===== src/rtl/cnn_layer_seq_if.sv =====
// Host control handshake between the network controller and the layer sequencer:
// run control in one direction, progress and status in the other.
interface cnn_layer_seq_if;
  logic       start;
  logic       abort;
  logic       step_mode;
  logic       busy;
  logic       done;
  logic       error;
  logic [7:0] return_ctrl;
  logic [3:0] cur_layer;

  modport master (
    output start, abort, step_mode,
    input  busy, done, error, return_ctrl, cur_layer
  );

  modport slave (
    input  start, abort, step_mode,
    output busy, done, error, return_ctrl, cur_layer
  );
endinterface


===== src/rtl/cnn_layer_seq.sv =====
// CNN layer sequencer: walks NUM_LAYERS layers, releasing the memory-port engines each
// layer uses, driving the MAC/pooling mode lines and reporting progress to the host.
module cnn_layer_seq #(
  parameter int NUM_LAYERS = 5,
  parameter int NUM_MEMS   = 12,
  parameter int TMO_W      = 16
) (
  input  logic                           clk,
  input  logic                           reset,
  cnn_layer_seq_if.slave                 host,
  input  logic [NUM_LAYERS*NUM_MEMS-1:0] layer_mem_mask,
  input  logic [NUM_LAYERS*2-1:0]        layer_mac_mode,
  input  logic [NUM_LAYERS-1:0]          layer_is_pool,
  input  logic [TMO_W-1:0]               tmo_limit,
  input  logic [NUM_MEMS-1:0]            mem_done,
  output logic [NUM_MEMS-1:0]            mem_reset,
  output logic [NUM_LAYERS-1:0]          layer_onehot,
  output logic [1:0]                     MAC_layer,
  output logic                           MAC_enable,
  output logic                           rMAC,
  output logic                           pooling_layer
);

  typedef enum logic [2:0] {
    IDLE,
    SETUP,
    RUN,
    FLUSH,
    PAUSE,
    FIN,
    ERR
  } state_t;

  localparam logic [3:0] LAST_LAYER = 4'(NUM_LAYERS - 1);

  state_t                  state;
  state_t                  state_nx;
  logic [3:0]              cur_q;
  logic [3:0]              cur_nx;
  logic [7:0]              ret_q;
  logic [7:0]              ret_nx;
  logic                    err_q;
  logic                    err_nx;
  logic                    busy_q;
  logic                    busy_nx;
  logic                    done_q;
  logic                    done_nx;
  logic [TMO_W-1:0]        tmo_cnt;
  logic [TMO_W-1:0]        tmo_nx;
  logic [TMO_W-1:0]        tmo_inc;
  logic                    tmo_hit;
  logic                    all_done;
  logic [NUM_MEMS-1:0]     mask_q;
  logic [NUM_MEMS-1:0]     mask_nx;
  logic [1:0]              mode_nx;
  logic                    pool_nx;
  logic [NUM_LAYERS-1:0]   onehot_nx;
  logic [NUM_MEMS-1:0]     mem_reset_nx;
  logic                    mac_en_nx;
  logic                    rmac_nx;
  logic [NUM_MEMS-1:0]     sel_mask;
  logic [1:0]              sel_mode;
  logic                    sel_pool;
  logic [NUM_LAYERS-1:0]   sel_onehot;

  assign host.busy        = busy_q;
  assign host.done        = done_q;
  assign host.error       = err_q;
  assign host.return_ctrl = ret_q;
  assign host.cur_layer   = cur_q;

  // Pick the configuration slice belonging to the current layer.
  always_comb begin
    sel_mask   = '0;
    sel_mode   = 2'b00;
    sel_pool   = 1'b0;
    sel_onehot = '0;
    for (int i = 0; i < NUM_LAYERS; i++) begin
      if (cur_q == 4'(i)) begin
        sel_mask      = layer_mem_mask[i*NUM_MEMS +: NUM_MEMS];
        sel_mode      = layer_mac_mode[i*2 +: 2];
        sel_pool      = layer_is_pool[i];
        sel_onehot[i] = 1'b1;
      end
    end
  end

  // The first RUN cycle is the one where the counter is still at its SETUP-cleared zero,
  // so engine done levels left over from before the release are never trusted.
  always_comb begin
    all_done = ((mem_done & mask_q) == mask_q);
    tmo_inc  = (tmo_cnt == '1) ? tmo_cnt : tmo_cnt + TMO_W'(1);
    tmo_hit  = (tmo_limit != '0) && (tmo_inc >= tmo_limit);

    state_nx  = state;
    cur_nx    = cur_q;
    ret_nx    = ret_q;
    err_nx    = err_q;
    tmo_nx    = tmo_cnt;
    mask_nx   = mask_q;
    mode_nx   = MAC_layer;
    pool_nx   = pooling_layer;
    onehot_nx = layer_onehot;

    if ((state != IDLE) && host.abort) begin
      state_nx = IDLE;
    end else begin
      case (state)
        IDLE: begin
          if (host.start) begin
            state_nx = SETUP;
            cur_nx   = '0;
            ret_nx   = '0;
            err_nx   = 1'b0;
          end
        end
        SETUP: begin
          mask_nx   = sel_mask;
          mode_nx   = sel_pool ? 2'b00 : sel_mode;
          pool_nx   = sel_pool;
          onehot_nx = sel_onehot;
          tmo_nx    = '0;
          state_nx  = RUN;
        end
        RUN: begin
          tmo_nx = tmo_inc;
          if ((tmo_cnt != '0) && all_done) begin
            state_nx = FLUSH;
            ret_nx   = ret_q + 8'd1;
          end else if (tmo_hit) begin
            state_nx = ERR;
            err_nx   = 1'b1;
          end
        end
        FLUSH: begin
          if (cur_q == LAST_LAYER) begin
            state_nx = FIN;
          end else if (host.step_mode) begin
            state_nx = PAUSE;
          end else begin
            cur_nx   = cur_q + 4'd1;
            state_nx = SETUP;
          end
        end
        PAUSE: begin
          if (host.start) begin
            cur_nx   = cur_q + 4'd1;
            state_nx = SETUP;
          end
        end
        FIN: begin
          state_nx = IDLE;
        end
        ERR: begin
          if (host.start) begin
            state_nx = SETUP;
            cur_nx   = '0;
            ret_nx   = '0;
            err_nx   = 1'b0;
          end
        end
        default: begin
          state_nx = IDLE;
        end
      endcase
    end

    if (state_nx == IDLE) begin
      mode_nx   = 2'b00;
      pool_nx   = 1'b0;
      onehot_nx = '0;
    end
  end

  // Outputs are decoded from the state being entered so every output is a flop.
  always_comb begin
    mem_reset_nx = '1;
    mac_en_nx    = 1'b0;
    rmac_nx      = 1'b1;
    busy_nx      = 1'b1;
    done_nx      = 1'b0;
    case (state_nx)
      IDLE: busy_nx = 1'b0;
      RUN: begin
        mem_reset_nx = ~mask_nx;
        if (!pool_nx) begin
          mac_en_nx = 1'b1;
          rmac_nx   = 1'b0;
        end
      end
      FIN: done_nx = 1'b1;
      ERR: busy_nx = 1'b0;
      default: ;
    endcase
  end

  // State, progress counters, latched layer configuration and registered outputs.
  always_ff @(posedge clk) begin
    if (reset) begin
      state         <= IDLE;
      cur_q         <= '0;
      ret_q         <= '0;
      err_q         <= 1'b0;
      tmo_cnt       <= '0;
      mask_q        <= '0;
      busy_q        <= 1'b0;
      done_q        <= 1'b0;
      mem_reset     <= '1;
      MAC_enable    <= 1'b0;
      rMAC          <= 1'b1;
      MAC_layer     <= 2'b00;
      pooling_layer <= 1'b0;
      layer_onehot  <= '0;
    end else begin
      state         <= state_nx;
      cur_q         <= cur_nx;
      ret_q         <= ret_nx;
      err_q         <= err_nx;
      tmo_cnt       <= tmo_nx;
      mask_q        <= mask_nx;
      busy_q        <= busy_nx;
      done_q        <= done_nx;
      mem_reset     <= mem_reset_nx;
      MAC_enable    <= mac_en_nx;
      rMAC          <= rmac_nx;
      MAC_layer     <= mode_nx;
      pooling_layer <= pool_nx;
      layer_onehot  <= onehot_nx;
    end
  end

  a_onehot: assert property (@(posedge clk) disable iff (reset) $onehot0(layer_onehot));
  a_done_pulse: assert property (@(posedge clk) disable iff (reset) host.done |=> !host.done);

endmodule

===== src/flat_wrapper.sv =====
// flat-port wrapper written by rule: the top's interface ports become plain ports
module cnn_layer_seq_flat 
#(
  parameter int NUM_LAYERS = 5,
  parameter int NUM_MEMS   = 12,
  parameter int TMO_W      = 16
)
  (clk, reset, layer_mem_mask, layer_mac_mode, layer_is_pool, tmo_limit, mem_done, mem_reset, layer_onehot, MAC_layer, MAC_enable, rMAC, pooling_layer, host_start, host_abort, host_step_mode, host_busy, host_done, host_error, host_return_ctrl, host_cur_layer);
  cnn_layer_seq_if host_i ();
  input  logic clk;
  input  logic reset;
  input  logic [NUM_LAYERS*NUM_MEMS-1:0] layer_mem_mask;
  input  logic [NUM_LAYERS*2-1:0] layer_mac_mode;
  input  logic [NUM_LAYERS-1:0] layer_is_pool;
  input  logic [TMO_W-1:0] tmo_limit;
  input  logic [NUM_MEMS-1:0] mem_done;
  output logic [NUM_MEMS-1:0] mem_reset;
  output logic [NUM_LAYERS-1:0] layer_onehot;
  output logic [1:0] MAC_layer;
  output logic MAC_enable;
  output logic rMAC;
  output logic pooling_layer;
  input wire logic [$bits(host_i.start)-1:0] host_start;
  input wire logic [$bits(host_i.abort)-1:0] host_abort;
  input wire logic [$bits(host_i.step_mode)-1:0] host_step_mode;
  output wire logic [$bits(host_i.busy)-1:0] host_busy;
  output wire logic [$bits(host_i.done)-1:0] host_done;
  output wire logic [$bits(host_i.error)-1:0] host_error;
  output wire logic [$bits(host_i.return_ctrl)-1:0] host_return_ctrl;
  output wire logic [$bits(host_i.cur_layer)-1:0] host_cur_layer;
  assign host_i.start = host_start;
  assign host_i.abort = host_abort;
  assign host_i.step_mode = host_step_mode;
  assign host_busy = host_i.busy;
  assign host_done = host_i.done;
  assign host_error = host_i.error;
  assign host_return_ctrl = host_i.return_ctrl;
  assign host_cur_layer = host_i.cur_layer;
  cnn_layer_seq #(.NUM_LAYERS(NUM_LAYERS), .NUM_MEMS(NUM_MEMS), .TMO_W(TMO_W)) u_core (.clk(clk), .reset(reset), .host(host_i), .layer_mem_mask(layer_mem_mask), .layer_mac_mode(layer_mac_mode), .layer_is_pool(layer_is_pool), .tmo_limit(tmo_limit), .mem_done(mem_done), .mem_reset(mem_reset), .layer_onehot(layer_onehot), .MAC_layer(MAC_layer), .MAC_enable(MAC_enable), .rMAC(rMAC), .pooling_layer(pooling_layer));
endmodule

===== config.mk =====
export PLATFORM = sky130hd
export DESIGN_NAME = cnn_layer_seq_flat
export DESIGN_NICKNAME = d
export VERILOG_FILES = /design/src/rtl/cnn_layer_seq_if.sv /design/src/rtl/cnn_layer_seq.sv /design/src/flat_wrapper.sv
export SDC_FILE = /design/constraint.sdc
export NUM_CORES = 1
export LEC_CHECK = 0
export ABC_CLOCK_PERIOD_IN_PS = 7100
export BUFFER_PORTS_ARGS = -buffer_cell sky130_fd_sc_hd__clkbuf_2
export CORE_ASPECT_RATIO = 0.7
export CORE_MARGIN = 2
export CORE_UTILIZATION = 55
export DETAILED_ROUTE_END_ITERATION = 16
export GPL_TIMING_DRIVEN = 0
export PLACE_DENSITY = 0.87
export SLEW_MARGIN = 25
export SYNTH_ARGS = -nofsm -noshare
export SYNTH_HDL_FRONTEND = slang
export SYNTH_SLANG_ARGS = --single-unit

===== constraint.sdc =====
create_clock -name clk -period 7.1 [get_ports clk]
set_clock_uncertainty 0.15 [all_clocks]
set_input_delay 0 -clock clk [delete_from_list [all_inputs] [get_ports clk]]
set_output_delay 0 -clock clk [all_outputs]
set_load 0.005 [all_outputs]

==> flow_metrics.env, run 1 <==
export IMPL_routed_via_density=6.006
export IMPL_drive_gt1_share_pct=24.51
export IMPL_layoutNonFillerInstCount=812
export IMPL_place_port_buffers=143
export IMPL_overflow=0
export IMPL_first_global_vias=4568
export IMPL_syn_cell_area_um2=4139
export IMPL_avgSynthCellArea_um2=7.975
export IMPL_critPathSlowestCell="nor3_1"
export IMPL_core_um2=7287
export IMPL_clockBufferDepth=2
export IMPL_start_util_pct=56.80
export IMPL_yosys_top_cells_area="dfxtp_1 (33%), ha_1 (7.0%), a21oi_1 (5.3%)"
export IMPL_synth_edf_count=0
export IMPL_path_max_fanout=10
export IMPL_grt_max_degree=12
export IMPL_finalCritPeriodShare_pct=62.38
export IMPL_ant_nets=0
export IMPL_die_h_um=76.58
export IMPL_max_slew_margin_rel_pct=44.16
export IMPL_powerDensity_nw_per_um2=186.0
export IMPL_yosysWarnings=0
export IMPL_arrival_ps=4510
export IMPL_period_needed_ps=4429
export IMPL_crit_top_cell="nand2_1"
export IMPL_gp_congestion=0.9734
export IMPL_cts_root_buf="clkbuf_8"
export IMPL_cts_resized=0
export IMPL_io_pins=145
export IMPL_grt_usage_pct=33.61
export IMPL_start_kind="flop"
export IMPL_cts_made_buffers=9
export IMPL_diodes=0
export IMPL_whs_ps=14.29
export IMPL_crit_required_ps=7180
export IMPL_route_detailed_drc=0
export IMPL_drv_slew=0
export IMPL_synthCells=519
export IMPL_finalSetupTns_ps=0
export IMPL_design_area_um2=5540
export IMPL_drv_cap=0
export IMPL_tightest_slew_ps=834.5
export IMPL_antenna_found_initial=0
export IMPL_syn2layout_area_growth_pct=33.86
export IMPL_drt_wl_total_um=13920
export IMPL_tritoncts="built"
export IMPL_die_area_um2=8247
export IMPL_status="finished, final reports clean"
export IMPL_grt_pass1_wl_um=22000
export IMPL_fillCellCount=555
export IMPL_cp_end_kind="flop"
export IMPL_crit_path_cell_trace="clkbuf_1 > nand2_1 > nor3_1 > nand2_1 > xnor2_1 > ha_1 > nand2b_4 > a2111oi_4 > nor3_1 > o311a_4 > a2111oi_4 > buf_6 > nand2_1"
export IMPL_yosys_area_top_type="dfxtp_1"
export IMPL_p_leak_nw=2.435
export IMPL_place_area_um2=4977
export IMPL_die_x_um=107.7
export IMPL_path_buf_inv=2
export IMPL_worstHoldPathType="in2reg"
export IMPL_fmax_mhz=225.8
export IMPL_first_iter_violations=378
export IMPL_synth_fp_nets=650
export IMPL_hold_buffers=36
export IMPL_clock_latency_ps=360
export IMPL_layout_nets=840
export IMPL_postCtsSetupRepairBufs=0
export IMPL_synth_ff_type="dfxtp_1"
export IMPL_crit_family="simple AND/OR/NAND/NOR gates"
export IMPL_num_rows=26
export IMPL_cts_sinks=68
export IMPL_dp_cells=760
export IMPL_synth_ff_latch_count=68
export IMPL_num_vias=4877
export IMPL_synth_top_area_share_pct=32.89
export IMPL_dr_pass1_iters=5
export IMPL_rsz0062_at_grt="no"
export IMPL_h_tree_depth=3
export IMPL_wire_per_inst_um=17.15
export IMPL_ys_seq_area_share_pct=32.89
export IMPL_total_power_mw=1.031
export IMPL_finalSetupViolations=0
export IMPL_hold_viol_final=0
export IMPL_slowest_delay_ps=650
export IMPL_synthDistinctLibCells=52
export IMPL_cts_clk_slew_worst_paths_ps=70
export IMPL_worst_setup_path_type="reg2reg"
export IMPL_synth_async_reset_ratio_pct=0
export IMPL_ir_drop_mv=0.1620
export IMPL_post_dp_hpwl_um=10240
==> cell usage after synthesis (10+ instances only) <==
| master | number |
|---|---|
| nor2_1 | 28 |
| dfxtp_1 | 68 |
| clkbuf_1 | 23 |
| nor3_1 | 21 |
| nand2b_1 | 10 |
| o21ai_0 | 31 |
| a22oi_1 | 10 |
| inv_1 | 31 |
| a221oi_1 | 17 |
| nor2b_1 | 34 |
| nand2_1 | 44 |
| ha_1 | 23 |
| nand3_1 | 17 |
| nand4_1 | 11 |
| a21oi_1 | 44 |
| a22o_1 | 10 |
==> routing by layer <==
metal  GRT usage, %  share of wire, %  vias up
li1               -                 -     2272
met3          9.923                10       56
met5              0                 0        -
met4          11.54               2.9        0
met2          50.13                43      278
met1          46.13                43     2271
==> sequential cells by signal, indices dropped and copies added (netlist names) <==
signal	flops
u_core.host.busy	1
u_core.MAC_enable	1
u_core.host.cur_layer	4
u_core.mask_q	12
u_core.mem_reset	12
u_core.state	3
u_core.pooling_layer	1
u_core.host.error	1
u_core.host.return_ctrl	8
u_core.rMAC	1
u_core.host.done	1
u_core.MAC_layer	2
u_core.layer_onehot	5
u_core.tmo_cnt	16
==> area by class of cell <==
cell class	count	area [um^2]	area share, %
multi-input combinational	390	2534	45.73
clock buffer	12	155.1	2.800
buffer	30	127.6	2.304
sequential	68	1361	24.57
timing repair buffer	179	1076	19.42
tap	98	122.6	2.213
inverter	31	116.4	2.100
clock inverter	4	47.55	0.8582
==> final timing paths <==
path	depth (start not counted)	slack, ps	startpoint	end
max	13	2670	u_core.tmo_cnt[11]	u_core.mem_reset[9]
min	5	10	layer_mem_mask[47]	u_core.mask_q[11]
max reg2reg	13	2670	u_core.tmo_cnt[11]	u_core.mem_reset[9]
min reg2reg	2	310	u_core.layer_onehot[3]	u_core.layer_onehot[3]
==> worst reg2reg max path, stage by stage, from the launching register on <==
cell,delay (ps)
dfxtp_1,310
clkbuf_1,310
nand2_1,120
nor3_1,650
nand2_1,400
xnor2_1,280
ha_1,260
nand2b_4,150
a2111oi_4,350
nor3_1,100
o311a_4,410
a2111oi_4,510
buf_6,220
nand2_1,100
==> report_power, final <==
group | total [mW] | internal, mW | switching, mW
combinational | 0.288 | 0.127 | 0.160
sequential | 0.409 | 0.397 | 0.0123
clock | 0.334 | 0.180 | 0.154
total | 1.03 | 0.704 | 0.326
==> through the flow <==
| step | setup WS [ps] | util, % |
|---|---|---|
| CTS | 2794 | 76.03 |
| detailed placement | 2846 | 68.30 |
| global placement | 2921 | 68.30 |
| finish | 2671 | 76.03 |
| floorplan | 3508 | - |
| global route | 2498 | 76.03 |
==> cell usage in the layout, fill, tap and decap left out, types with 9 or more instances in the layout <==
cell and count:
nand4_1 11, inv_1 31, nand2b_1 10, clkbuf_8 11, nor2_1 28, a21oi_1 44
o21ai_0 31, nor4_1 9, nand3_1 17, ha_1 23, dlygate4sd3_1 36, nor3_1 21
a22oi_1 10, nor2b_1 34, nand2_1 44, clkbuf_1 24, dfxtp_1 68, a221oi_1 17
a22o_1 10, xnor2_1 9, clkbuf_2 143
==> kinds of logic (layout without fill, tap and decap cells) <==
| kind of cell | count (synthesis) | count (layout) | synth area share [%] |
|---|---|---|---|
| flops | 68 | 68 | 32.89 |
| simple gates | 198 | 198 | 24.91 |
| fa+ha+maj | 23 | 23 | 6.953 |
| mux | 2 | 2 | 0.5139 |
| compound gates | 153 | 153 | 25.88 |
| buf+inv | 61 | 256 | 5.895 |
| xor+xnor | 14 | 14 | 2.963 |
(Power assumes the default switching activity.)
==> inputs of run 2 (changes only) <==
--- a/config.mk
+++ b/config.mk
@@ -5,14 +5,14 @@
 export SDC_FILE = /design/constraint.sdc
 export NUM_CORES = 1
 export LEC_CHECK = 0
-export ABC_CLOCK_PERIOD_IN_PS = 7100
+export ABC_CLOCK_PERIOD_IN_PS = 4640
 export BUFFER_PORTS_ARGS = -buffer_cell sky130_fd_sc_hd__clkbuf_2
 export CORE_ASPECT_RATIO = 0.7
 export CORE_MARGIN = 2
-export CORE_UTILIZATION = 55
+export CORE_UTILIZATION = 51
 export DETAILED_ROUTE_END_ITERATION = 16
 export GPL_TIMING_DRIVEN = 0
-export PLACE_DENSITY = 0.87
+export PLACE_DENSITY = 0.81
 export SLEW_MARGIN = 25
 export SYNTH_ARGS = -nofsm -noshare
 export SYNTH_HDL_FRONTEND = slang
==> constraint.sdc (replaced) <==
create_clock -name clk -period 4.64 [get_ports clk]
set_clock_uncertainty 0.15 [all_clocks]
set_input_delay 0 -clock clk [delete_from_list [all_inputs] [get_ports clk]]
set_output_delay 0 -clock clk [all_outputs]
set_load 0.005 [all_outputs]
==> flow_metrics.env, run 2 (same netlist as run 1, synthesis figures left out) <==
export IMPL_path_max_fanout=10
export IMPL_route_detailed_drc=0
export IMPL_final_common_cell="clkbuf_2"
export IMPL_cp_end_kind="flop"
export IMPL_met2_usage_pct=45.15
export IMPL_h_tree_depth=3
export IMPL_final_cell_mix="clkbuf_2 (143), dfxtp_1 (68), nand2_1 (44), a21oi_1 (44), nor2b_1 (34)"
export IMPL_crit_required_ps=4750
export IMPL_num_rows=27
export IMPL_grt_pass1_wl_um=20930
export IMPL_die_area_um2=8864
export IMPL_layout_nets=832
export IMPL_diodes=0
export IMPL_period_needed_ps=4324
export IMPL_cts_clk_slew_worst_paths_ps=60
export IMPL_dr_pass1_iters=5
export IMPL_cts_root_buf="clkbuf_16"
export IMPL_slowest_delay_ps=570
export IMPL_core_um2=7871
export IMPL_max_slew_margin_rel_pct=48.41
export IMPL_worstHoldPathType="in2reg"
export IMPL_clockBufferDepth=2
export IMPL_finalSetupTns_ps=0
export IMPL_drv_slew=0
export IMPL_layoutNonFillerInstCount=807
export IMPL_first_iter_violations=388
export IMPL_met1_usage_pct=41.80
export IMPL_met3_usage_pct=7.137
export IMPL_total_power_mw=1.812
export IMPL_overflow=0
export IMPL_syn2layout_area_growth_pct=35.16
export IMPL_critPathSlowestCell="nor3_1"
export IMPL_grt_usage_pct=29.58
export IMPL_gp_congestion=1.005
export IMPL_arrival_ps=4440
export IMPL_drv_cap=0
export IMPL_ir_drop_mv=0.2726
export IMPL_whs_ps=13.93
export IMPL_grt_busiest_layer="met2"
export IMPL_num_vias=4765
export IMPL_grt_max_degree=14
export IMPL_worst_setup_path_type="reg2reg"
export IMPL_powerDensity_nw_per_um2=323.9
export IMPL_antenna_found_initial=0
export IMPL_drt_wl_total_um=13470
export IMPL_fmax_mhz=231.3
export IMPL_hold_viol_final=0
export IMPL_start_kind="flop"
export IMPL_die_h_um=79.37
export IMPL_drive_gt1_share_pct=24.93
export IMPL_tritoncts="built"
export IMPL_top_register="u_core.tmo_cnt"
export IMPL_postCtsSetupRepairBufs=0
export IMPL_cts_resized=0
export IMPL_die_x_um=111.7
export IMPL_wire_per_inst_um=16.69
export IMPL_cts_sinks=68
export IMPL_io_pins=145
export IMPL_cts_made_buffers=9
export IMPL_tightest_slew_ps=771.0
export IMPL_start_util_pct=52.58
export IMPL_place_port_buffers=143
export IMPL_finalSetupViolations=0
export IMPL_finalCritPeriodShare_pct=93.18
export IMPL_post_dp_hpwl_um=10160
export IMPL_first_global_vias=4170
export IMPL_status="finished, final reports clean"
export IMPL_rsz0062_at_grt="no"
export IMPL_p_leak_nw=2.451
export IMPL_ant_nets=0
export IMPL_largestRegisters="u_core.tmo_cnt: 16 flops, u_core.mask_q: 12 flops, u_core.mem_reset: 12 flops"
export IMPL_clock_latency_ps=340
export IMPL_largest_reg_flops=16
export IMPL_routed_via_density=5.905
export IMPL_crit_path_cell_trace="clkbuf_1 > nand2_1 > nor3_1 > nand2_1 > xnor2_1 > ha_1 > nand2b_4 > a2111oi_4 > nor3_1 > o311a_4 > a2111oi_4 > buf_6 > a21boi_2"
export IMPL_dp_cells=763
==> run 2: cell count changes in the layout (fill, tap and decap cells not counted) <==
cell / previous run / this run
clkbuf_8: 11 / 1
clkbuf_16: 0 / 9
dlygate4sd3_1: 36 / 28
clkinv_2: 2 / 0
inv_6: 0 / 2
bufinv_16: 1 / 2
clkbuf_1: 24 / 23
clkinv_4: 0 / 1
==> run 2: path summary, 6_finish.rpt <==
check,start,endpoint,slack [ps],cells after the start
worst min register to register,u_core.layer_onehot[1],u_core.layer_onehot[1],310,2
worst min-delay path,layer_is_pool[4],u_core.MAC_layer[1],10,4
worst max-delay path,u_core.tmo_cnt[11],u_core.MAC_enable,320,13
worst max register to register,u_core.tmo_cnt[11],u_core.MAC_enable,320,13
==> run 2: area by class of cell <==
cell class                      instances  area, um^2
Buffer                                 30       127.6
Tap cell                              101       126.4
Multi-Input combinational cell        390        2534
Timing Repair Buffer                  171       996.0
Sequential cell                        68        1361
Clock inverter                          6       93.84
Inverter                               31       116.4
Fill cell                             635        2277
Clock buffer                           10       239.0
==> run 2: layer usage <==
metal  wire length [um]  vias to the layer above
li1                   -                     2263
met1               5955                     2253
met2               6145                      226
met3               1176                       23
met4                189                        0
met5                  0                        -
==> run 2: timing repair <==
action,4_1_cts,5_1_grt
setup endpoints to repair,0,0
hold buffers,28,0
endpoints found under the hold margin,29,0
==> run 2: critical path, delay by kind of cell (launching register included) <==
family,cells,cell delay [ps]
and+or+nand+nor,5,1330
buffers and inverters,2,500
adders and majority gates,1,250
AOI/OAI and AO/OA,4,1460
xor gates and xnor gates,1,260
DFF,1,300
==> run 2: report_power, final <==
part | total, mW | switching (mW) | internal, mW
Combinational | 0.427 | 0.240 | 0.187
Sequential | 0.626 | 0.0184 | 0.608
Clock | 0.759 | 0.269 | 0.490
Total | 1.81 | 0.527 | 1.28
==> run 2: stage by stage <==
stage | setup WS, ps | cell area, um^2 | utilization, %
after floorplan | 1048 | 4139 | -
after global routing | 92.07 | 5594 | 71.07
final | 316.5 | 5594 | 71.07
after detailed placement | 418.9 | 4981 | 63.28
after global placement | 505.4 | 4981 | 63.28
after CTS | 385.5 | 5594 | 71.07
